File: config.mk
export PLATFORM = sky130hd
export DESIGN_NAME = ctl_decode_regfile
export DESIGN_NICKNAME = d
export VERILOG_FILES = /design/src/rtl/ctl_decode_regfile.sv
export SDC_FILE = /design/constraint.sdc
export NUM_CORES = 2
export LEC_CHECK = 0
export CORE_MARGIN = 5
export CORE_UTILIZATION = 49
export CTS_BUF_LIST = sky130_fd_sc_hd__clkbuf_4 sky130_fd_sc_hd__clkbuf_8
export DETAILED_ROUTE_END_ITERATION = 12
export PLACE_DENSITY = 0.66
export SETUP_SLACK_MARGIN = 0.5
export SYNTH_ARGS = -nofsm -noshare
export SYNTH_HDL_FRONTEND = slang
export SYNTH_SLANG_ARGS = --single-unit
File: constraint.sdc
create_clock -name clk -period 76.7 [get_ports clk]
set_input_delay 7.67 -clock clk [delete_from_list [all_inputs] [get_ports clk]]
set_output_delay 7.67 -clock clk [all_outputs]
set_load 0.05 [all_outputs]
File: src/rtl/ctl_decode_regfile.sv
// ctl_decode_regfile: FSM sequencer, registered instruction decoder and
// general-purpose register file for the multicycle RV32I core.
// Optional build macro RV32E_EN: 16-entry register file; a used register
// field with bit 4 set is flagged illegal, and reads of such an index return 0.
module ctl_decode_regfile (
    input  logic        clk,
    input  logic        reset,
    input  logic        ce,
    input  logic [31:0] instr,
    input  logic [31:0] wb_data,
    output logic [1:0]  state,
    output logic        fetch_en,
    output logic        pc_inc,
    output logic [3:0]  op_class,
    output logic [2:0]  funct3,
    output logic        funct7_b5,
    output logic [4:0]  rd_idx,
    output logic [4:0]  rs1_idx,
    output logic [4:0]  rs2_idx,
    output logic [31:0] imm,
    output logic        regfile_we,
    output logic        illegal,
    output logic [31:0] rs1_data,
    output logic [31:0] rs2_data
);

    typedef enum logic [1:0] {
        S_FETCH     = 2'd0,
        S_DECODE    = 2'd1,
        S_EXECUTE   = 2'd2,
        S_WRITEBACK = 2'd3
    } state_t;

    typedef enum logic [3:0] {
        OC_LUI      = 4'd0,
        OC_AUIPC    = 4'd1,
        OC_JAL      = 4'd2,
        OC_JALR     = 4'd3,
        OC_BRANCH   = 4'd4,
        OC_LOAD     = 4'd5,
        OC_STORE    = 4'd6,
        OC_OP_IMM   = 4'd7,
        OC_OP       = 4'd8,
        OC_MISC_MEM = 4'd9,
        OC_SYSTEM   = 4'd10,
        OC_ILLEGAL  = 4'd15
    } op_class_t;

`ifdef RV32E_EN
    localparam int unsigned NREG = 16;
    localparam int unsigned AW   = 4;
`else
    localparam int unsigned NREG = 32;
    localparam int unsigned AW   = 5;
`endif

    state_t      cur_state, nxt_state;
    op_class_t   base_class, d_class, class_q;
    logic [31:0] base_imm, d_imm, imm_q;
    logic        base_we, d_we, we_q;
    logic [31:0] imm_i, imm_s, imm_b, imm_u, imm_j;
    logic [2:0]  funct3_q;
    logic        f7b5_q;
    logic [4:0]  rd_q, rs1_q, rs2_q;
    logic [31:0] regs [NREG];
    logic [31:0] wr_data;

    assign imm_i = {{20{instr[31]}}, instr[31:20]};
    assign imm_s = {{20{instr[31]}}, instr[31:25], instr[11:7]};
    assign imm_b = {{19{instr[31]}}, instr[31], instr[7], instr[30:25], instr[11:8], 1'b0};
    assign imm_u = {instr[31:12], 12'b0};
    assign imm_j = {{11{instr[31]}}, instr[31], instr[19:12], instr[20], instr[30:21], 1'b0};

    // State register
    always_ff @(posedge clk or posedge reset) begin
        if (reset)   cur_state <= S_FETCH;
        else if (ce) cur_state <= nxt_state;
    end

    // Next-state: fixed four-step cycle
    always_comb begin
        nxt_state = S_FETCH;
        case (cur_state)
            S_FETCH:     nxt_state = S_DECODE;
            S_DECODE:    nxt_state = S_EXECUTE;
            S_EXECUTE:   nxt_state = S_WRITEBACK;
            S_WRITEBACK: nxt_state = S_FETCH;
            default:     nxt_state = S_FETCH;
        endcase
    end

    // Moore outputs
    always_comb begin
        fetch_en = 1'b0;
        pc_inc   = 1'b0;
        if (cur_state == S_FETCH) begin
            fetch_en = 1'b1;
            pc_inc   = 1'b1;
        end
    end

    // Opcode decode: class, immediate format and write enable
    always_comb begin
        base_class = OC_ILLEGAL;
        base_imm   = '0;
        base_we    = 1'b0;
        case (instr[6:0])
            7'b0110111: begin base_class = OC_LUI;      base_imm = imm_u; base_we = 1'b1; end
            7'b0010111: begin base_class = OC_AUIPC;    base_imm = imm_u; base_we = 1'b1; end
            7'b1101111: begin base_class = OC_JAL;      base_imm = imm_j; base_we = 1'b1; end
            7'b1100111: begin base_class = OC_JALR;     base_imm = imm_i; base_we = 1'b1; end
            7'b1100011: begin base_class = OC_BRANCH;   base_imm = imm_b; end
            7'b0000011: begin base_class = OC_LOAD;     base_imm = imm_i; base_we = 1'b1; end
            7'b0100011: begin base_class = OC_STORE;    base_imm = imm_s; end
            7'b0010011: begin base_class = OC_OP_IMM;   base_imm = imm_i; base_we = 1'b1; end
            7'b0110011: begin base_class = OC_OP;       base_we = 1'b1; end
            7'b0001111: begin base_class = OC_MISC_MEM; base_imm = imm_i; end
            7'b1110011: begin base_class = OC_SYSTEM;   base_imm = imm_i; end
            default:    ;
        endcase
    end

`ifdef RV32E_EN
    logic bad_idx;

    // Flag any register field the format actually uses that points above x15
    always_comb begin
        bad_idx = 1'b0;
        case (base_class)
            OC_LUI, OC_AUIPC, OC_JAL:
                bad_idx = instr[11];
            OC_JALR, OC_LOAD, OC_OP_IMM, OC_MISC_MEM, OC_SYSTEM:
                bad_idx = instr[11] | instr[19];
            OC_BRANCH, OC_STORE:
                bad_idx = instr[19] | instr[24];
            OC_OP:
                bad_idx = instr[11] | instr[19] | instr[24];
            default:
                bad_idx = 1'b0;
        endcase
    end

    assign d_class = bad_idx ? OC_ILLEGAL : base_class;
    assign d_imm   = bad_idx ? '0 : base_imm;
    assign d_we    = bad_idx ? 1'b0 : base_we;
`else
    assign d_class = base_class;
    assign d_imm   = base_imm;
    assign d_we    = base_we;
`endif

    // Decoder register: capture at the end of DECODE
    always_ff @(posedge clk or posedge reset) begin
        if (reset) begin
            class_q  <= OC_LUI;
            imm_q    <= '0;
            we_q     <= 1'b0;
            funct3_q <= '0;
            f7b5_q   <= 1'b0;
            rd_q     <= '0;
            rs1_q    <= '0;
            rs2_q    <= '0;
        end else if (ce && cur_state == S_DECODE) begin
            class_q  <= d_class;
            imm_q    <= d_imm;
            we_q     <= d_we;
            funct3_q <= instr[14:12];
            f7b5_q   <= instr[30];
            rd_q     <= instr[11:7];
            rs1_q    <= instr[19:15];
            rs2_q    <= instr[24:20];
        end
    end

    assign wr_data = (class_q == OC_LUI) ? imm_q : wb_data;

    // Register file write at the end of WRITEBACK; x0 never written
    always_ff @(posedge clk or posedge reset) begin
        if (reset) begin
            for (int unsigned i = 0; i < NREG; i++) regs[i] <= '0;
        end else if (ce && cur_state == S_WRITEBACK && we_q && rd_q != '0) begin
            regs[rd_q[AW-1:0]] <= wr_data;
        end
    end

`ifdef RV32E_EN
    assign rs1_data = (rs1_q[4] || rs1_q[3:0] == '0) ? '0 : regs[rs1_q[3:0]];
    assign rs2_data = (rs2_q[4] || rs2_q[3:0] == '0) ? '0 : regs[rs2_q[3:0]];
`else
    assign rs1_data = (rs1_q == '0) ? '0 : regs[rs1_q];
    assign rs2_data = (rs2_q == '0) ? '0 : regs[rs2_q];
`endif

    assign state      = cur_state;
    assign op_class   = class_q;
    assign funct3     = funct3_q;
    assign funct7_b5  = f7b5_q;
    assign rd_idx     = rd_q;
    assign rs1_idx    = rs1_q;
    assign rs2_idx    = rs2_q;
    assign imm        = imm_q;
    assign regfile_we = we_q;
    assign illegal    = (class_q == OC_ILLEGAL);

endmodule

==> impl_metrics.ini <==
[setup_path]
critical-path-top-delay-family = buffers and inverters
cp.required_ps = 69030
arrival_ps = 6200
crit_top_cell = buf_4
worst-path-buf-inv = 4
crit_type = reg -> out
cp_max_fo = 54
start_kind = register
slowest_stage = clkdlybuf4s50_1
end_kind = output pin
cp_cell_sequence = buf_4 -> buf_4 -> buf_4 -> mux4_2 -> mux2i_1 -> a22o_1 -> nor4_1 -> clkdlybuf4s50_1
cp_slowest_stage_delay_ps = 950

[floorplanning]
die_h_um = 347
dieArea_um2 = 121000
fp.coreArea_um2 = 113000
die_w_um = 347
io_pins = 192
rows = 123
start_util_pct = 49.4

[yosys]
syn_avg_cell_area_um2 = 10.8
synth_cells = 5179
synth_fp_nets = 5250
syn-cell-area_um2 = 55800
synth_ff_type = dfrtp_1
synth_edf_count = 0
synth_cell_types = 59
seq_area_frac_synth_pct = 48.6
ys_async_sr_fraction_pct = 100
synth_seq_cells = 1082
yosysWarnings = 0

[drt]
ant_nets = 0
routedWlPerCell_um = 28.1
drt_iter0_drc = 5240
routed-via-count = 43800
drt_wl_total_um = 189000
drtPass1Iterations = 6
via_per_inst = 6.50
drc = 0

[clocking]
clock-root-buffer = clkbuf_8
cts-buffers-inserted = 176
path_clk_slew_ps = 60
holdBufCountCts = 0
clock_latency_ps = 860
clk_path_buf_depth = 3
post_cts_buffers = 0
clock_sinks = 1082
ctsResizeCount = 0
htree_levels = 4
cts_tree = done

[layout]
instances_no_fill = 6744
nets = 5178
fillers = 9706
area_growth_pct = 11.7
final_util_pct = 55.2
drive_above_1_share_pct = 18.9

[place]
place_inst = 6429
hpwlAfterDp_um = 104000
routabilityCongestion = 0.861
port_buffers = 191

[worst_hold_path]
min_path_type = reg -> reg

[timing]
maxSlewViolCount = 0
finalSetupTns_ps = 0
min_period_ps = 13870
period_share_pct = 18.1
fmax_mhz = 72.1
setup_violations = 0
slew_headroom_pct = 13.0
worst_pin_slew_ps = 1280
hold_viol = 0
rsz0062_at_grt = no
fin_worst_skew_ps = 33.3

[pwr]
power_mw = 2.00
seq_power_share_pct = 32.7
comb_power_share_pct = 40.0
p_clk_share_pct = 27.2
irDropWorstVdd_v = 0.0000335
power_switching_uw = 831
switching_share_pct = 41.5
p_int_mw = 1.17
power_density_nw_per_um2 = 32.1
p_leak_nw = 26.9

[grt]
overflow = 0
grt_pass1_vias = 43300
grt_pass1_wl_um = 282000
grt_usage_pct = 30.9
antenna_found_initial = 3
grt_max_degree = 193

[run_status]
status = finished, final reports clean

[flow_run]
maxCapViolCount = 0
## cells in the mapped netlist (11+ instances only)
cell type / n / share of area, %
buf_6: 18 / 0.36
and3_1: 11 / 0.12
a211o_1: 11 / 0.17
clkbuf_1: 380 / 2.6
o22ai_1: 56 / 0.63
nand2_1: 676 / 4.6
a22o_1: 70 / 1.1
a221o_1: 43 / 0.77
buf_2: 93 / 0.83
a211oi_1: 71 / 0.96
a21oi_1: 509 / 4.6
buf_4: 38 / 0.51
o21ai_0: 554 / 5.0
buf_1: 31 / 0.21
a2111oi_0: 12 / 0.19
mux2i_1: 290 / 5.2
nor2b_1: 60 / 0.67
mux2_2: 81 / 1.6
nor2_1: 486 / 3.3
nor4_1: 34 / 0.38
nand2b_1: 25 / 0.28
nand3_1: 18 / 0.16
a22oi_1: 31 / 0.42
dfrtp_1: 1082 / 49
o221ai_1: 23 / 0.36
a221oi_1: 12 / 0.19
mux4_2: 367 / 15
## per-stage QoR
step,hold slack [ps],worst slack (ps),area (um2)
5_1_grt,409,62500,62300
3_3_place_gp,382,63670,58500
4_1_cts,398,62700,62300
3_5_place_dp,385,63660,58500
6_report,398,62830,62300
2_1_floorplan,445,38570,55800
## state kept, by name, indices dropped and copies added, names as in the netlist
register / cells
rs1_idx: 5
funct3: 3
imm: 32
rd_idx: 5
funct7_b5: 1
state: 2
rs2_idx: 5
regfile_we: 1
op_class: 4
regs: 1024
## logic make-up (layout without fill, tap and decap cells)
kind of cell | after synthesis | in the layout | share of synthesized area, %
muxes | 738 | 738 | 21.7
DFF | 1082 | 1082 | 48.6
AOI/OAI and AO/OA | 1433 | 1433 | 15.1
and+or+nand+nor | 1352 | 1352 | 10.1
xor gates and xnor gates | 1 | 1 | 0.0157
adders and majority gates | 4 | 4 | 0.0898
other | 0 | 3 | 0
buffers and inverters | 569 | 631 | 4.54
## cell type report
cell class	instances	area (um2)	share of cell area, %
antenna	3	7.51	0.0121
tap	1500	1880	3.01
timing repair buffer	311	2880	4.62
clock inverter	27	270	0.434
multi-input combinational	3528	26600	42.7
inverter	8	37.5	0.0603
sequential	1082	27100	43.5
clock buffer	285	3530	5.67
## layer usage
layer	GRT usage, %	vias up	part of all wire (%)
li1	-	18700	-
met1	44.2	22100	40
met2	45.0	2635	43
met3	9.03	461	12
met4	11.7	2	4.0
met5	0	-	0.0069
## cells in the final DEF, fill, tap and decap left out, drive strengths merged, types with 25 or more instances in the layout
cell           netlist  routed
mux2                81      81
dfrtp             1082    1082
a21oi              509     509
a22o                70      70
clkdlybuf4s50        0     191
a221o               43      43
mux4               367     367
o21ai              554     554
buf                180     120
nand2b              25      25
clkbuf             381     285
a211oi              71      71
a22oi               31      31
nand2              676     676
nor2               491     491
nor2b               60      60
mux2i              290     290
o22ai               56      56
nor4                38      38
## worst register-to-register path, stage by stage, from the launching register on
cell and delay, ps:
dfrtp_1 430, ha_1 210, nand4_1 120, nand2b_1 590, nor3_4 1120, buf_4 810
a21oi_1 220
## final timing paths
kind                       startpoint            to  slack [ps]  cells past startpoint
max reg2reg                  state[0]     regs[327]       73050                      6
min                        regs[1012]    regs[1012]         400                      0
max in group asynchronous       reset     regs[357]       66130                      5
min reg2reg                regs[1012]    regs[1012]         400                      0
max                        rs2_idx[2]  rs2_data[21]       62830                      8
min in group asynchronous       reset     regs[122]        7370                      2
## power by group through the flow
stage / clock, mW / combinational, mW / sequential [mW]
2_1_floorplan: 0 / 0.513 / 0.655
3_3_place_gp: 0 / 0.784 / 0.662
3_5_place_dp: 0 / 0.787 / 0.663
4_1_cts: 0.549 / 0.790 / 0.653
5_1_grt: 0.575 / 0.825 / 0.659
6_report: 0.545 / 0.801 / 0.655
No activity file was read; power rests on OpenSTA's default activity.
